`config.mk`:
```
export PLATFORM = sky130hd
export DESIGN_NAME = id_ex_operand_stage_flat
export DESIGN_NICKNAME = d
export VERILOG_FILES = /design/src/rtl/id_ex_operand_stage_if.sv /design/src/rtl/id_ex_operand_stage.sv /design/src/flat_wrapper.sv
export SDC_FILE = /design/constraint.sdc
export NUM_CORES = 1
export LEC_CHECK = 0
export CAP_MARGIN = 20
export CORE_ASPECT_RATIO = 1.25
export CORE_UTILIZATION = 26
export DETAILED_ROUTE_END_ITERATION = 7
export PLACE_DENSITY = 0.64
export REMOVE_ABC_BUFFERS = 1
export SKIP_CTS_REPAIR_TIMING = 1
export SLEW_MARGIN = 15
export SYNTH_ARGS = -nofsm -noshare
export SYNTH_HDL_FRONTEND = slang
export SYNTH_SLANG_ARGS = --single-unit
export TNS_END_PERCENT = 10
```
`constraint.sdc`:
```
create_clock -name clk -period 5.65 [get_ports clk]
set_input_delay 1.695 -clock clk [delete_from_list [all_inputs] [get_ports clk]]
set_output_delay 1.695 -clock clk [all_outputs]
set_load 0.01 [all_outputs]
```
`src/rtl/id_ex_operand_stage_if.sv`:
```
// ID/EX stage bundle: decoded operands from ID, producer info from EX/MEM and MEM/WB,
// and the forwarded operands and control presented to the ALU and EX/MEM.
interface id_ex_operand_stage_if #(
  parameter int unsigned DATA_W = 32,
  parameter int unsigned REG_AW = 5,
  parameter int unsigned CTRL_W = 4
);
  logic              stall;
  logic              flush;
  logic              id_valid;
  logic [DATA_W-1:0] id_read_data_1;
  logic [DATA_W-1:0] id_read_data_2;
  logic [DATA_W-1:0] id_imm;
  logic              id_alu_src;
  logic [REG_AW-1:0] id_rs;
  logic [REG_AW-1:0] id_rt;
  logic [REG_AW-1:0] id_rd;
  logic              id_reg_write;
  logic [CTRL_W-1:0] id_alu_control;
  logic              exmem_reg_write;
  logic [REG_AW-1:0] exmem_rd;
  logic [DATA_W-1:0] exmem_alu_result;
  logic              memwb_reg_write;
  logic [REG_AW-1:0] memwb_rd;
  logic [DATA_W-1:0] memwb_write_data;
  logic              ex_valid;
  logic [DATA_W-1:0] Read_data_1;
  logic [DATA_W-1:0] Read_data_2;
  logic [CTRL_W-1:0] ALUControl;
  logic [DATA_W-1:0] ex_store_data;
  logic [REG_AW-1:0] ex_rd;
  logic              ex_reg_write;
  logic [1:0]        fwd_a;
  logic [1:0]        fwd_b;

  modport master (
    output stall, flush, id_valid, id_read_data_1, id_read_data_2, id_imm, id_alu_src,
           id_rs, id_rt, id_rd, id_reg_write, id_alu_control,
           exmem_reg_write, exmem_rd, exmem_alu_result,
           memwb_reg_write, memwb_rd, memwb_write_data,
    input  ex_valid, Read_data_1, Read_data_2, ALUControl, ex_store_data, ex_rd,
           ex_reg_write, fwd_a, fwd_b
  );

  modport slave (
    input  stall, flush, id_valid, id_read_data_1, id_read_data_2, id_imm, id_alu_src,
           id_rs, id_rt, id_rd, id_reg_write, id_alu_control,
           exmem_reg_write, exmem_rd, exmem_alu_result,
           memwb_reg_write, memwb_rd, memwb_write_data,
    output ex_valid, Read_data_1, Read_data_2, ALUControl, ex_store_data, ex_rd,
           ex_reg_write, fwd_a, fwd_b
  );
endinterface

```
`src/rtl/id_ex_operand_stage.sv`:
```
// ID/EX pipeline register with combinational RAW forwarding from EX/MEM and MEM/WB.
// Operand outputs feed the ALU directly; destination/write-enable continue to EX/MEM.
module id_ex_operand_stage #(
  parameter int unsigned DATA_W = 32,
  parameter int unsigned REG_AW = 5,
  parameter int unsigned CTRL_W = 4
) (
  input logic                  clk,
  input logic                  rst_n,
  id_ex_operand_stage_if.slave bus
);

  logic              valid_q;
  logic              reg_write_q;
  logic [CTRL_W-1:0] alu_ctrl_q;
  logic [REG_AW-1:0] rs_q;
  logic [REG_AW-1:0] rt_q;
  logic [REG_AW-1:0] rd_q;
  logic [DATA_W-1:0] rd1_q;
  logic [DATA_W-1:0] rd2_q;
  logic [DATA_W-1:0] imm_q;
  logic              alu_src_q;

  // Flush beats stall so a squashed instruction never lingers in EX.
  always_ff @(posedge clk or negedge rst_n) begin
    if (!rst_n) begin
      valid_q     <= 1'b0;
      reg_write_q <= 1'b0;
      alu_ctrl_q  <= '0;
      rs_q        <= '0;
      rt_q        <= '0;
      rd_q        <= '0;
      rd1_q       <= '0;
      rd2_q       <= '0;
      imm_q       <= '0;
      alu_src_q   <= 1'b0;
    end else if (bus.flush) begin
      valid_q     <= 1'b0;
      reg_write_q <= 1'b0;
      alu_ctrl_q  <= '0;
      rs_q        <= '0;
      rt_q        <= '0;
      rd_q        <= '0;
      rd1_q       <= '0;
      rd2_q       <= '0;
      imm_q       <= '0;
      alu_src_q   <= 1'b0;
    end else if (!bus.stall) begin
      valid_q     <= bus.id_valid;
      reg_write_q <= bus.id_reg_write & bus.id_valid;
      alu_ctrl_q  <= bus.id_alu_control;
      rs_q        <= bus.id_rs;
      rt_q        <= bus.id_rt;
      rd_q        <= bus.id_rd;
      rd1_q       <= bus.id_read_data_1;
      rd2_q       <= bus.id_read_data_2;
      imm_q       <= bus.id_imm;
      alu_src_q   <= bus.id_alu_src;
    end
  end

  // Youngest producer wins; $zero is never a forwarding target.
  function automatic logic [1:0] fwd_sel(input logic [REG_AW-1:0] src,
                                         input logic              em_we,
                                         input logic [REG_AW-1:0] em_rd,
                                         input logic              mw_we,
                                         input logic [REG_AW-1:0] mw_rd);
    if (em_we && (em_rd != '0) && (em_rd == src)) begin
      return 2'b10;
    end else if (mw_we && (mw_rd != '0) && (mw_rd == src)) begin
      return 2'b01;
    end
    return 2'b00;
  endfunction

  logic [1:0]        fwd_a_sel;
  logic [1:0]        fwd_b_sel;
  logic [DATA_W-1:0] op_a;
  logic [DATA_W-1:0] op_rt;

  always_comb begin
    fwd_a_sel = fwd_sel(rs_q, bus.exmem_reg_write, bus.exmem_rd,
                        bus.memwb_reg_write, bus.memwb_rd);
    fwd_b_sel = fwd_sel(rt_q, bus.exmem_reg_write, bus.exmem_rd,
                        bus.memwb_reg_write, bus.memwb_rd);

    case (fwd_a_sel)
      2'b10:   op_a = bus.exmem_alu_result;
      2'b01:   op_a = bus.memwb_write_data;
      default: op_a = rd1_q;
    endcase

    case (fwd_b_sel)
      2'b10:   op_rt = bus.exmem_alu_result;
      2'b01:   op_rt = bus.memwb_write_data;
      default: op_rt = rd2_q;
    endcase
  end

  assign bus.ex_valid      = valid_q;
  assign bus.ex_reg_write  = reg_write_q & valid_q;
  assign bus.ALUControl    = alu_ctrl_q;
  assign bus.ex_rd         = rd_q;
  assign bus.Read_data_1   = op_a;
  assign bus.ex_store_data = op_rt;
  // fwd_b still reports the rt hazard under alu_src so stores get their data.
  assign bus.Read_data_2   = alu_src_q ? imm_q : op_rt;
  assign bus.fwd_a         = fwd_a_sel;
  assign bus.fwd_b         = fwd_b_sel;

endmodule

```
`src/flat_wrapper.sv`:
```
// flat-port wrapper written by rule: the top's interface ports become plain ports
module id_ex_operand_stage_flat 
#(
  parameter int unsigned DATA_W = 32,
  parameter int unsigned REG_AW = 5,
  parameter int unsigned CTRL_W = 4
)
  (clk, rst_n, bus_stall, bus_flush, bus_id_valid, bus_id_read_data_1, bus_id_read_data_2, bus_id_imm, bus_id_alu_src, bus_id_rs, bus_id_rt, bus_id_rd, bus_id_reg_write, bus_id_alu_control, bus_exmem_reg_write, bus_exmem_rd, bus_exmem_alu_result, bus_memwb_reg_write, bus_memwb_rd, bus_memwb_write_data, bus_ex_valid, bus_Read_data_1, bus_Read_data_2, bus_ALUControl, bus_ex_store_data, bus_ex_rd, bus_ex_reg_write, bus_fwd_a, bus_fwd_b);
  id_ex_operand_stage_if #(.DATA_W(DATA_W), .REG_AW(REG_AW), .CTRL_W(CTRL_W)) bus_i ();
  input logic clk;
  input logic rst_n;
  input wire logic [$bits(bus_i.stall)-1:0] bus_stall;
  input wire logic [$bits(bus_i.flush)-1:0] bus_flush;
  input wire logic [$bits(bus_i.id_valid)-1:0] bus_id_valid;
  input wire logic [$bits(bus_i.id_read_data_1)-1:0] bus_id_read_data_1;
  input wire logic [$bits(bus_i.id_read_data_2)-1:0] bus_id_read_data_2;
  input wire logic [$bits(bus_i.id_imm)-1:0] bus_id_imm;
  input wire logic [$bits(bus_i.id_alu_src)-1:0] bus_id_alu_src;
  input wire logic [$bits(bus_i.id_rs)-1:0] bus_id_rs;
  input wire logic [$bits(bus_i.id_rt)-1:0] bus_id_rt;
  input wire logic [$bits(bus_i.id_rd)-1:0] bus_id_rd;
  input wire logic [$bits(bus_i.id_reg_write)-1:0] bus_id_reg_write;
  input wire logic [$bits(bus_i.id_alu_control)-1:0] bus_id_alu_control;
  input wire logic [$bits(bus_i.exmem_reg_write)-1:0] bus_exmem_reg_write;
  input wire logic [$bits(bus_i.exmem_rd)-1:0] bus_exmem_rd;
  input wire logic [$bits(bus_i.exmem_alu_result)-1:0] bus_exmem_alu_result;
  input wire logic [$bits(bus_i.memwb_reg_write)-1:0] bus_memwb_reg_write;
  input wire logic [$bits(bus_i.memwb_rd)-1:0] bus_memwb_rd;
  input wire logic [$bits(bus_i.memwb_write_data)-1:0] bus_memwb_write_data;
  output wire logic [$bits(bus_i.ex_valid)-1:0] bus_ex_valid;
  output wire logic [$bits(bus_i.Read_data_1)-1:0] bus_Read_data_1;
  output wire logic [$bits(bus_i.Read_data_2)-1:0] bus_Read_data_2;
  output wire logic [$bits(bus_i.ALUControl)-1:0] bus_ALUControl;
  output wire logic [$bits(bus_i.ex_store_data)-1:0] bus_ex_store_data;
  output wire logic [$bits(bus_i.ex_rd)-1:0] bus_ex_rd;
  output wire logic [$bits(bus_i.ex_reg_write)-1:0] bus_ex_reg_write;
  output wire logic [$bits(bus_i.fwd_a)-1:0] bus_fwd_a;
  output wire logic [$bits(bus_i.fwd_b)-1:0] bus_fwd_b;
  assign bus_i.stall = bus_stall;
  assign bus_i.flush = bus_flush;
  assign bus_i.id_valid = bus_id_valid;
  assign bus_i.id_read_data_1 = bus_id_read_data_1;
  assign bus_i.id_read_data_2 = bus_id_read_data_2;
  assign bus_i.id_imm = bus_id_imm;
  assign bus_i.id_alu_src = bus_id_alu_src;
  assign bus_i.id_rs = bus_id_rs;
  assign bus_i.id_rt = bus_id_rt;
  assign bus_i.id_rd = bus_id_rd;
  assign bus_i.id_reg_write = bus_id_reg_write;
  assign bus_i.id_alu_control = bus_id_alu_control;
  assign bus_i.exmem_reg_write = bus_exmem_reg_write;
  assign bus_i.exmem_rd = bus_exmem_rd;
  assign bus_i.exmem_alu_result = bus_exmem_alu_result;
  assign bus_i.memwb_reg_write = bus_memwb_reg_write;
  assign bus_i.memwb_rd = bus_memwb_rd;
  assign bus_i.memwb_write_data = bus_memwb_write_data;
  assign bus_ex_valid = bus_i.ex_valid;
  assign bus_Read_data_1 = bus_i.Read_data_1;
  assign bus_Read_data_2 = bus_i.Read_data_2;
  assign bus_ALUControl = bus_i.ALUControl;
  assign bus_ex_store_data = bus_i.ex_store_data;
  assign bus_ex_rd = bus_i.ex_rd;
  assign bus_ex_reg_write = bus_i.ex_reg_write;
  assign bus_fwd_a = bus_i.fwd_a;
  assign bus_fwd_b = bus_i.fwd_b;
  id_ex_operand_stage #(.DATA_W(DATA_W), .REG_AW(REG_AW), .CTRL_W(CTRL_W)) u_core (.clk(clk), .rst_n(rst_n), .bus(bus_i));
endmodule
```
==> metrics.yaml, run 1 <==
run_status: "finished with violations"
violations_in_the_final_reports: "design-rule violations, negative setup slack"
vias_in_the_first_global_route: 7008
synth_warnings: 0
syn_inst: 744
sequential_to_total_area_share_from_yosys_stat: 0.4041
end_kind: "output pin"
setup_viol: 5
final_period_util: 1.024
final.min_clock_period_ps: 5786
htree_levels: 4
postRouteWirelength_um: 26730
layout.cells.most_common_list: "229 x clkdlybuf4s50_1, 156 x nor2_1, 148 x mux2i_1"
fp.dieArea_mm2: 0.02878
drv.max_cap_violation_count: 0
dominantRegCellSynth: "dfrtp_1"
timing.final.max_slew_violations: 0
critical_path_peak_fanout: 14
cp_slowest_cell: "clkdlybuf4s50_1"
sequentialPowerShare: 0.348
dieHeight_um: 189.4
synth_compound_area_frac: 0.1188
core_area_mm2: 0.02765
critical-path-top-delay-family: "buffers and inverters"
layout_cell_share_with_drive_strength_beyond_1: 0.2031
static-leakage-power_nw: 6.090
grt_setup_unrepaired: "true"
via_count: 6777
clk-insertion-delay-late_ps: 400
synth_simple_gate_area_frac: 0.1454
share_of_synthesized_flip_flops_with_an_asynchronous_set_or_reset: 1.000
cts_tree: "yes"
synth_adder_area_share: 0
fin_ws_ps: -136.2
io_pins: 309
flow.area_growth_from_synthesis_pct: 65.63
comb_power_share: 0.255
worst-slew-pin-transition_ps: 1110
drt_pass1_iterations: 6
power.density_cell_area_mw_per_mm2: 220.9
finish.net_count: 1283
ctsLongestPathBuffers: 2
grtUsageTotal: 0.1775
synth_area_mm2: 0.007307
cell_internal_pwr_w: 0.001908
worst_setup_hold_path_clk_slew_ps: 60
dp_slack_ps: -583.6
wl_per_cell_um: 18.46
cts.sink_count: 118
synth_top_family_by_area: "multiplexers"
remaining_drc_errors: 38
critical_path_required_ps: 3950
synth_cell_type_count: 39
p_clk_frac: 0.397
antenna_left: 0
diodes: 0
site_rows: 68
crit_type: "in2out"
grt_max_degree: 77
synth-seq-cells: 118
last_weighted_congestion_value_of_the_routability_driven_placer: 0.8137
worst_ep_arrival_time_ps: 4090
cts_inserted_buffers: 17
hpwl_um: 18390
synth-edff-count: 0
postSynthAreaPerCell_um2: 9.821
timing.setup.tns_ps: -266.2
grt_pass1_wl_um: 39630
fmaxAchievable_mhz: 172.8
port-buffer-count: 308
timing.slew.headroom: 0.2602
sequence_of_cells_on_the_critical_path: "dlymetal6s2s_1 -> buf_4 -> xnor2_2 -> o211ai_4 -> buf_12 -> buf_6 -> clkbuf_16 -> or3_2 -> a31oi_2 -> buf_4 -> clkdlybuf4s50_1"
net_switching_power_figure_w: 0.0007648
hold_ws_ps: 517.6
start_kind: "primary input"
synthXorXnorAreaFrac: 0.02397
max-vdd-ir-drop_uv: 176.5
timing_hold_violations_final: 0
skew_ps: 0
detail_route.vias_per_cell: 4.680
cp.buffers_inverters: 7
hp-class: "reg2reg"
die-width_um: 151.9
dr.first_iter.drc_count: 300
placedInstanceArea_mm2: 0.01110
post-route-cell-area_mm2: 0.01210
power_switching_share: 0.2861
mostFrequentLayoutCell: "clkdlybuf4s50_1"
start_util: 0.2643
cell_with_the_most_instances_on_the_worst_path: "buf_4"
cts.root.buffer_cell: "clkbuf_16"
yosys-mux-area-fraction: 0.2474
globalRoute.totalOverflow: 0
cp_slowest_stage_delay_ps: 520
stdcell_count: 1448
grt_antenna_before_repair: 0
place_inst: 1404
## final cells by class
class | instances | area (um2)
clock buffer | 19 | 442.9
tap | 350 | 437.9
timing repair buffer | 384 | 4034
multi-input combinational | 533 | 3994
sequential | 118 | 2954
inverter | 31 | 116.4
clock inverter | 13 | 123.9
fill | 2663 | 15550
## synthesized netlist by cell type, types with 4 or more instances
master	n	area (um2)
xor2_1	4	35.03
xnor2_1	16	140.1
o21ai_0	25	125.1
a31oi_4	4	85.08
inv_1	31	116.4
a21oi_1	33	165.2
clkbuf_1	32	120.1
or3_2	15	112.6
buf_1	12	45.04
buf_4	5	37.54
buf_2	6	30.03
nor2_1	157	589.3
or3_1	14	87.58
a31oi_2	24	300.3
dfrtp_1	118	2953
mux2i_1	148	1481
mux2_2	29	326.6
o21ai_2	5	43.79
nor3_1	30	150.1
buf_6	5	56.30
## power by group through the flow
stage          sequential, W  clock, W  combinational (W)
2_1_floorplan       0.000933         0           0.000231
3_3_place_gp        0.000943         0           0.000654
3_5_place_dp        0.000944         0           0.000661
4_1_cts             0.000930   0.00109           0.000664
5_1_grt             0.000936   0.00112           0.000733
6_report            0.000930   0.00106           0.000682
## per-layer routing
| metal | track usage | vias to the layer above | routed length (um) | part of all wire |
|---|---|---|---|---|
| met2 | 0.3202 | 193 | 13780 | 0.52 |
| met3 | 0.03685 | 28 | 1235 | 0.046 |
| li1 | - | 3259 | - | - |
| met1 | 0.2114 | 3297 | 11290 | 0.42 |
| met5 | 0 | - | 0 | 0 |
| met4 | 0.05220 | 0 | 419 | 0.016 |
## cell families after synthesis
logic type	count (synthesis)
xor gates and xnor gates	20
DFF	118
AOI/OAI and AO/OA	104
and+or+nand+nor	232
buffers and inverters	93
muxes	177
## tightest hold or removal path, delay by kind of cell, from the launching register on
family / cells / cell delay (ps)
mux: 1 / 70
flops: 1 / 340
simple gates: 1 / 80
## metrics by stage
| stage | util | total power, W |
|---|---|---|
| 2_1_floorplan | - | 0.001165 |
| 3_3_place_gp | 0.4016 | 0.001597 |
| 3_5_place_dp | 0.4016 | 0.001605 |
| 4_1_cts | 0.4221 | 0.002683 |
| 5_1_grt | 0.4377 | 0.002793 |
| 6_report | 0.4377 | 0.002673 |
## worst paths after layout
kind                                        from              endpoint  slack (ps)  cells after the start
worst max register to register  u_core.alu_src_q      u_core.alu_src_q        4220                      2
max in group asynchronous                  rst_n        u_core.rs_q[4]        3410                      2
worst min-delay path             u_core.rd2_q[9]       u_core.rd2_q[9]         520                      2
min in group asynchronous                  rst_n        u_core.rs_q[2]        1350                      1
worst min register to register   u_core.rd2_q[9]       u_core.rd2_q[9]         520                      2
worst max-delay path             bus_memwb_rd[0]  bus_ex_store_data[7]        -140                     11
## sequential cells by signal, indices dropped and copies added (netlist names)
name,cells
u_core.imm_q,32
u_core.rd1_q,32
u_core.rd2_q,32
u_core.bus.ex_rd,5
u_core.rs_q,5
u_core.rt_q,5
u_core.bus.ALUControl,4
u_core.alu_src_q,1
u_core.bus.ex_valid,1
u_core.reg_write_q,1
No activity file was read; power rests on OpenSTA's default activity.
==> inputs of run 2 (changes only) <==
Settings changed: CORE_ASPECT_RATIO 1.25 to unset, HOLD_SLACK_MARGIN set to 0.15.
==> run 2 against run 1 <==
  * The run ends with negative setup slack left
  * Sequential cell count unchanged
  * Clock power about the same
  * Combinational power about the same
  * Utilization increased by 0.25 points
  * Clock skew unchanged
  * Via count decreased by 0.13%
  * Fmax increased by 2.2%
  * First-iteration DRC count increased by 7.3%
  * Critical path depth decreased by 4
  * Power about the same
  * Register-to-register slack improved by 400 ps
  * Largest cell class is now multi-input gates
==> metrics.yaml, run 2 (same netlist as run 1, synthesis figures left out) <==
dieHeight_um: 169.6
skew_ps: 0
setup_viol: 1
drt_pass1_iterations: 5
cts_inserted_buffers: 17
antenna_left: 0
die-width_um: 169.6
worst-slew-pin-transition_ps: 1031
regToRegEndpoint: "u_core.alu_src_q"
reg_top3: "u_core.imm_q (32), u_core.rd1_q (32), u_core.rd2_q (32)"
min_delay_path_depth: 2
timing.slew.headroom: 0.3125
grt_antenna_before_repair: 2
critical_path_required_ps: 3950
start_util: 0.2637
start_kind: "primary input"
grt_pass1_wl_um: 38810
globalRoute.totalOverflow: 0
finish.net_count: 1285
fp.dieArea_mm2: 0.02878
cts.sink_count: 118
static-leakage-power_nw: 6.027
grt_max_degree: 82
final.min_clock_period_ps: 5664
timing.hold.worst_endpoint: "u_core.rd2_q[17]"
wl_per_cell_um: 18.20
detail_route.vias_per_cell: 4.582
last_weighted_congestion_value_of_the_routability_driven_placer: 0.7866
clk-insertion-delay-late_ps: 410
violations_in_the_final_reports: "negative setup slack"
port-buffer-count: 308
htree_levels: 4
flow.area_growth_from_synthesis_pct: 66.92
core_area_mm2: 0.02771
end_kind: "output pin"
via_count: 6768
reg2reg_depth: 2
hp-class: "reg2reg"
max-vdd-ir-drop_uv: 152.4
timing.final.max_slew_violations: 0
layout.cells.most_common_list: "233 x clkdlybuf4s50_1, 157 x nor2_1, 148 x mux2i_1"
dr.first_iter.drc_count: 322
power.density_cell_area_mw_per_mm2: 219.3
io_pins: 309
cts_tree: "yes"
fmaxAchievable_mhz: 176.5
mostFrequentLayoutCell: "clkdlybuf4s50_1"
ctsLongestPathBuffers: 2
drv.max_cap_violation_count: 0
worst_setup_hold_path_clk_slew_ps: 60
remaining_drc_errors: 0
grt_setup_unrepaired: "true"
layout_cell_share_with_drive_strength_beyond_1: 0.2033
post-route-cell-area_mm2: 0.01220
timing_hold_violations_final: 0
postRouteWirelength_um: 26880
cts.root.buffer_cell: "clkbuf_16"
worst_ep_arrival_time_ps: 3970
crit_type: "in2out"
timing.reg2reg.setup_slack_ps: 4620
worstReg2RegStart: "u_core.alu_src_q"
final_period_util: 1.003
placedInstanceArea_mm2: 0.01106
grtUsageTotal: 0.1750
hpwl_um: 17780
site_rows: 61
vias_in_the_first_global_route: 6760
fin_ws_ps: -14.20
critical_path_peak_fanout: 25
worstHoldStart: "u_core.rd2_q[17]"
hold_ws_ps: 513.4
run_status: "finished with violations"
## run 2: changes by cell type in the layout (fill, tap and decap cells not counted), moves of 4 or more
cell             change
a31oi_2              -7
a31oi_4              +6
dlymetal6s2s_1       -6
buf_4                -4
buf_6                +4
clkbuf_2             +4
clkdlybuf4s50_1      +4
clkinv_2             +4
inv_6                -4
## run 2: area by class of cell
class | instances | area (um2)
Tap cell | 378 | 473.0
Fill cell | 2680 | 15510
Clock inverter | 10 | 107.6
Inverter | 31 | 120.1
Multi-Input combinational cell | 533 | 4058
Clock buffer | 19 | 452.9
Sequential cell | 118 | 2954
Antenna cell | 2 | 5.005
Timing Repair Buffer | 386 | 4026
## run 2: metal layers
| metal | vias up | track usage | share of wire |
|---|---|---|---|
| met1 | 3276 | 0.2155 | 0.44 |
| li1 | 3268 | - | - |
| met4 | 0 | 0.04309 | 0.0089 |
| met5 | - | 0 | 0 |
| met3 | 19 | 0.04874 | 0.058 |
| met2 | 205 | 0.2997 | 0.50 |
## run 2: per-stage QoR
| step | cells | setup slack [ps] | setup TNS (ps) | power, W | utilization |
|---|---|---|---|---|---|
| finish | 1477 | -14.20 | -14.20 | 0.002675 | 0.4402 |
| global route | 1476 | -57.43 | -94.29 | 0.002807 | 0.4401 |
| CTS | 1449 | -445.0 | -31570 | 0.002689 | 0.4195 |
| detailed placement | 1420 | -428.3 | -30130 | 0.001597 | 0.3993 |
| global placement | 1420 | -416.4 | -27010 | 0.001592 | 0.3993 |
| floorplan | 682 | -958.6 | -40870 | 0.001165 | - |
## run 2: worst max-delay path by stage
stage | startpoint | end | slack [ps] | cells past startpoint
6_report | bus_memwb_reg_write | bus_ex_store_data[29] | -10 | 7
4_1_cts | bus_exmem_rd[2] | bus_Read_data_2[14] | -440 | 8
3_3_place_gp | bus_exmem_rd[2] | bus_Read_data_2[14] | -420 | 8
3_5_place_dp | bus_exmem_rd[2] | bus_Read_data_2[14] | -430 | 8
2_1_floorplan | bus_exmem_rd[0] | bus_Read_data_2[19] | -960 | 6
5_1_grt | bus_memwb_reg_write | bus_ex_store_data[29] | -60 | 7
## run 2: power breakdown
| part | internal (W) | switching, W | total, W |
|---|---|---|---|
| registers | 0.000893 | 0.0000336 | 0.000927 |
| logic | 0.000391 | 0.000294 | 0.000684 |
| clock network | 0.000661 | 0.000403 | 0.00106 |
| total | 0.00194 | 0.000731 | 0.00267 |
## run 2: critical path, cell delays in order
cell             delay (ps)
clkdlybuf4s50_1         520
nand4_1                 180
buf_6                   230
or3_2                   460
a31oi_4                 220
buf_4                   130
clkdlybuf4s50_1         520
==> inputs of run 3 (changes only) <==
Settings changed: SKIP_CTS_REPAIR_TIMING 1 to unset.
==> run 3 against run 2 <==
  * The run still ends with negative setup slack left
  * Clock skew stayed put
  * Sequential share of layout area is 0.18 points higher
  * Non-clock buffer count is 2 lower
  * Routed wire length is 0.60% lower
  * Clock-buffer cell count stayed put
  * Critical path depth is 5 higher
  * Power is 0.20% higher
  * Die area stayed put
  * Sequential cell count stayed put
  * Utilization is 0.33 points lower
  * Fmax is 0.12% lower
==> metrics.yaml, run 3 (same netlist as run 1, synthesis figures left out) <==
fp.dieArea_mm2: 0.02878
power.density_cell_area_mw_per_mm2: 221.4
grt_setup_unrepaired: "true"
dr.first_iter.drc_count: 361
timing.final.max_slew_violations: 0
setup_viol: 3
via_count: 6772
final.min_clock_period_ps: 5671
cts.root.buffer_cell: "clkbuf_16"
flow.area_growth_from_synthesis_pct: 65.68
fin_ws_ps: -21.25
finish.net_count: 1283
run_status: "finished with violations"
port-buffer-count: 308
violations_in_the_final_reports: "negative setup slack"
die-width_um: 169.6
worst_setup_hold_path_clk_slew_ps: 60
fmaxAchievable_mhz: 176.3
vias_in_the_first_global_route: 6964
critical_path_required_ps: 3950
worst_ep_arrival_time_ps: 3980
detail_route.vias_per_cell: 4.591
critical_path_peak_fanout: 8
wl_per_cell_um: 18.11
n_fill_cell: 2714
grt_pass1_wl_um: 40870
skew_ps: 0
post-route-cell-area_mm2: 0.01211
layout_cell_share_with_drive_strength_beyond_1: 0.2183
core_area_mm2: 0.02771
max-vdd-ir-drop_uv: 140.2
last_weighted_congestion_value_of_the_routability_driven_placer: 0.7866
start_kind: "primary input"
globalRoute.totalOverflow: 0
end_kind: "output pin"
antenna_left: 0
layout.cells.most_common_list: "203 x clkdlybuf4s50_1, 157 x nor2_1, 148 x mux2i_1"
static-leakage-power_nw: 5.869
final_period_util: 1.004
postRouteWirelength_um: 26720
io_pins: 309
drt_pass1_iterations: 7
grtUsageTotal: 0.1866
cts.sink_count: 118
ctsLongestPathBuffers: 2
clk-insertion-delay-late_ps: 410
worst-slew-pin-transition_ps: 1023
start_util: 0.2637
drv.max_cap_violation_count: 0
hold_ws_ps: 513.3
timing.reg2reg.setup_slack_ps: 4620
htree_levels: 4
hp-class: "reg2reg"
grt_antenna_before_repair: 2
remaining_drc_errors: 0
mostFrequentLayoutCell: "clkdlybuf4s50_1"
site_rows: 61
hpwl_um: 17780
cts_inserted_buffers: 17
timing_hold_violations_final: 0
timing.slew.headroom: 0.3178
crit_type: "in2out"
reg_top3: "u_core.imm_q (32), u_core.rd1_q (32), u_core.rd2_q (32)"
placedInstanceArea_mm2: 0.01106
cts_tree: "yes"
dieHeight_um: 169.6
post-layout-total-power_w: 0.002680
grt_max_degree: 82
==> run 3: metrics by stage <==
stage	utilization	std cells	TNS [ps]	worst slack [ps]
floorplan	-	682	-40870	-958.6
global placement	0.3993	1420	-27010	-416.4
detailed placement	0.3993	1420	-30130	-428.3
CTS	0.4327	1470	-276.6	-85.59
global route	0.4369	1474	-719.7	-81.65
finish	0.4370	1475	-45.76	-21.25
==> run 3: path summary, 6_finish.rpt <==
kind / startpoint / end / cells past startpoint
worst max register to register: u_core.alu_src_q / u_core.alu_src_q / 2
worst min-delay path: u_core.rd2_q[17] / u_core.rd2_q[17] / 2
worst max-delay path: bus_memwb_rd[0] / bus_Read_data_2[1] / 12
min in group asynchronous: rst_n / u_core.imm_q[16] / 1
max in group asynchronous: rst_n / u_core.imm_q[24] / 2
worst min register to register: u_core.rd2_q[17] / u_core.rd2_q[17] / 2
==> run 3: layout make-up <==
class	count	area, um2	area share
multi-input combinational	533	4084	0.3373
timing repair buffer	384	3914	0.3233
sequential	118	2954	0.2440
tap	378	473.0	0.03907
clock buffer	19	452.9	0.03741
inverter	31	116.4	0.009611
clock inverter	10	107.6	0.008888
antenna	2	5.005	0.0004134
==> run 3: routing by layer <==
| metal | vias up | global-route usage | wire, um |
|---|---|---|---|
| li1 | 3265 | - | - |
| met1 | 3254 | 0.2324 | 11460 |
| met2 | 234 | 0.3159 | 13160 |
| met3 | 19 | 0.05061 | 1748 |
| met4 | 0 | 0.04935 | 352 |
| met5 | - | 0 | 0 |
==> run 3: worst max-delay path, cell delays in order <==
cell,delay [ps]
dlygate4sd2_1,260
buf_4,160
xnor2_4,150
o211ai_4,100
buf_12,150
buf_4,130
buf_8,120
bufbuf_16,270
or3_2,490
a31oi_4,180
mux2_2,160
clkbuf_2,120
==> run 3: repair_timing <==
action	in CTS	in global routing
resized for setup	148	67
hold buffers	0	0
endpoints found under the setup margin	100	62
buffers inserted	15	2
pin swaps	16	16
cloned	6	0
==> run 3: power breakdown <==
group	switching, W	leakage [nW]	internal, W
Sequential	0.0000336	1.56	0.000893
Clock	0.000411	0.272	0.000661
Combinational	0.000295	4.03	0.000387
==> variant: new RTL, flow settings as in run 3 <==
`REG_AW` is set to 5 in 3 places; all go to 6.
--- a/src/rtl/id_ex_operand_stage_if.sv
+++ b/src/rtl/id_ex_operand_stage_if.sv
@@ -4,3 +4,3 @@
   parameter int unsigned DATA_W = 32,
-  parameter int unsigned REG_AW = 5,
+  parameter int unsigned REG_AW = 6,
   parameter int unsigned CTRL_W = 4
--- a/src/rtl/id_ex_operand_stage.sv
+++ b/src/rtl/id_ex_operand_stage.sv
@@ -4,3 +4,3 @@
   parameter int unsigned DATA_W = 32,
-  parameter int unsigned REG_AW = 5,
+  parameter int unsigned REG_AW = 6,
   parameter int unsigned CTRL_W = 4
--- a/src/flat_wrapper.sv
+++ b/src/flat_wrapper.sv
@@ -4,3 +4,3 @@
   parameter int unsigned DATA_W = 32,
-  parameter int unsigned REG_AW = 5,
+  parameter int unsigned REG_AW = 6,
   parameter int unsigned CTRL_W = 4
Ports: changed (6 resized); port bits go from 309 to 315. The function was not compared with the original's and may differ.
==> variant against run 3 <==
The run still ends with negative setup slack left. Worst setup slack worse by 0.00082 ns. Count of clock-buffer cells in the layout grew 1. Sequential cell count increased by 3. Routed wire length increased by 2.0%. Register-to-register slack got worse by 0.09 ns. Via count increased by 4.4%. Non-clock buffer count shrank 1. Total power grew 4.5%. Design area is 1.4% higher. Synthesized area is 1.8% lower. Largest power group unchanged.
==> variant: results (changes against run 3) <==
metric,value,unit,change
status,"complete, but fails checks",,
violations,negative setup slack,,
wl,27300,µm,+2.0%
drive_gt1_share,18.0,%,-3.8 points
grt_pass1_vias,7479,,+7.4%
seq_area_frac_synth,42.2,%,+1.8 points
drt_pass1_iterations,4,,-3
track_usage,19.4,%,+0.72 points
setup_viol,2,,-1
syn_avg_cell_area,9.27,µm²,-5.6%
dp.cells,1416,,-0.28%
grt_max_degree,94,,+15%
nNetsFinal,1315,,+2.5%
routabilityCongestion,0.789,,+0.27%
path_max_fanout,38,,+30
fin_setup_tns,-0.0321,ns,+0.0137 ns
port_buffers,314,,+1.9%
synth_area_leaders,"dfrtp_1, mux2i_1, nor2_1",,
hpwl,18900,µm,+6.6%
fin_cells,1467,,-0.54%
placed_area,11000,µm²,-0.93%
vias,7067,,+4.4%
fin_ws,-0.0221,ns,-0.000821 ns
grt_pass1_wl,42400,µm,+3.7%
relSlewSlack,29.1,%,-2.7 points
synth_area,7170,µm²,-1.8%
peakVddDrop,0.000161,V,+15%
drtIter0Drc,331,,-8.3%
p_leak,5.55,nW,-5.5%
-- variant: changes by cell type after synthesis, sizes merged, moves of 7 or more --
cell / run 3 / this run
mux2: 29 / 0
a31oi: 29 / 15
inv: 31 / 16
nand2: 3 / 65
a211oi: 3 / 32
o31ai: 3 / 33
clkbuf: 32 / 39
nor3: 30 / 0
a21oi: 33 / 1
nor2: 158 / 187
and4: 0 / 18
xor2: 4 / 12
or3: 29 / 1
-- variant: per-layer routing --
metal	part of all wire [%]	up-vias	GRT usage [%]	routed length [µm]
met5	0.062	-	0	17
met4	2.3	2	7.04	637
met3	6.8	43	4.91	1850
met2	50	258	33.1	13500
met1	41	3413	23.5	11200
li1	-	3351	-	-
-- variant: power breakdown --
group | internal, mW | switching (mW) | total [mW]
Combinational | 0.317 | 0.268 | 0.585
Clock | 0.840 | 0.423 | 1.26
Sequential | 0.916 | 0.0386 | 0.954
-- variant: critical path, cell delays in order --
cell	delay (ns)
clkdlybuf4s50_1	0.51
buf_4	0.15
o31ai_4	0.07
buf_4	0.13
buf_4	0.14
nor4_4	0.44
buf_12	0.24
clkdlybuf4s50_1	0.56
-- variant: final cells by class --
class / instances / area [µm²]
clock buffer: 20 / 447
clock inverter: 12 / 220
inverter: 16 / 67.6
fill: 2628 / 14700
antenna: 1 / 2.50
tap: 341 / 427
timing repair buffer: 383 / 3800
multi-input combinational: 573 / 4290
sequential: 121 / 3030
-- variant: what timing repair did --
| action | CTS | global route |
|---|---|---|
| hold endpoints to repair | 0 | 0 |
| cloned | 2 | 1 |
| setup endpoints to repair | 100 | 92 |
| pin swaps | 21 | 6 |
| setup buffers | 14 | 1 |
| gates resized for setup | 272 | 29 |
-- variant: final timing paths --
path,startpoint,slack [ns],to
setup / recovery,bus_exmem_rd[5],-0.02,bus_fwd_a[1]
hold / removal,u_core.bus.ALUControl[1],0.52,u_core.bus.ALUControl[1]
setup reg to reg,u_core.alu_src_q,4.53,u_core.alu_src_q
hold reg to reg,u_core.bus.ALUControl[1],0.52,u_core.bus.ALUControl[1]
max in group asynchronous,rst_n,3.45,u_core.rd2_q[8]
min in group asynchronous,rst_n,1.34,u_core.rd1_q[24]
-- variant: cells by family (layout without fill, tap and decap cells) --
| group | Yosys count | after routing | share of synthesized area, % |
|---|---|---|---|
| AO/OA/AOI/OAI | 115 | 115 | 12.0 |
| AND/OR/NAND/NOR | 283 | 283 | 16.7 |
| other | 0 | 1 | 0 |
| multiplexers | 151 | 151 | 21.1 |
| buffers and inverters | 80 | 431 | 5.06 |
| flip-flops | 121 | 121 | 42.2 |
| XOR/XNOR | 24 | 24 | 2.93 |
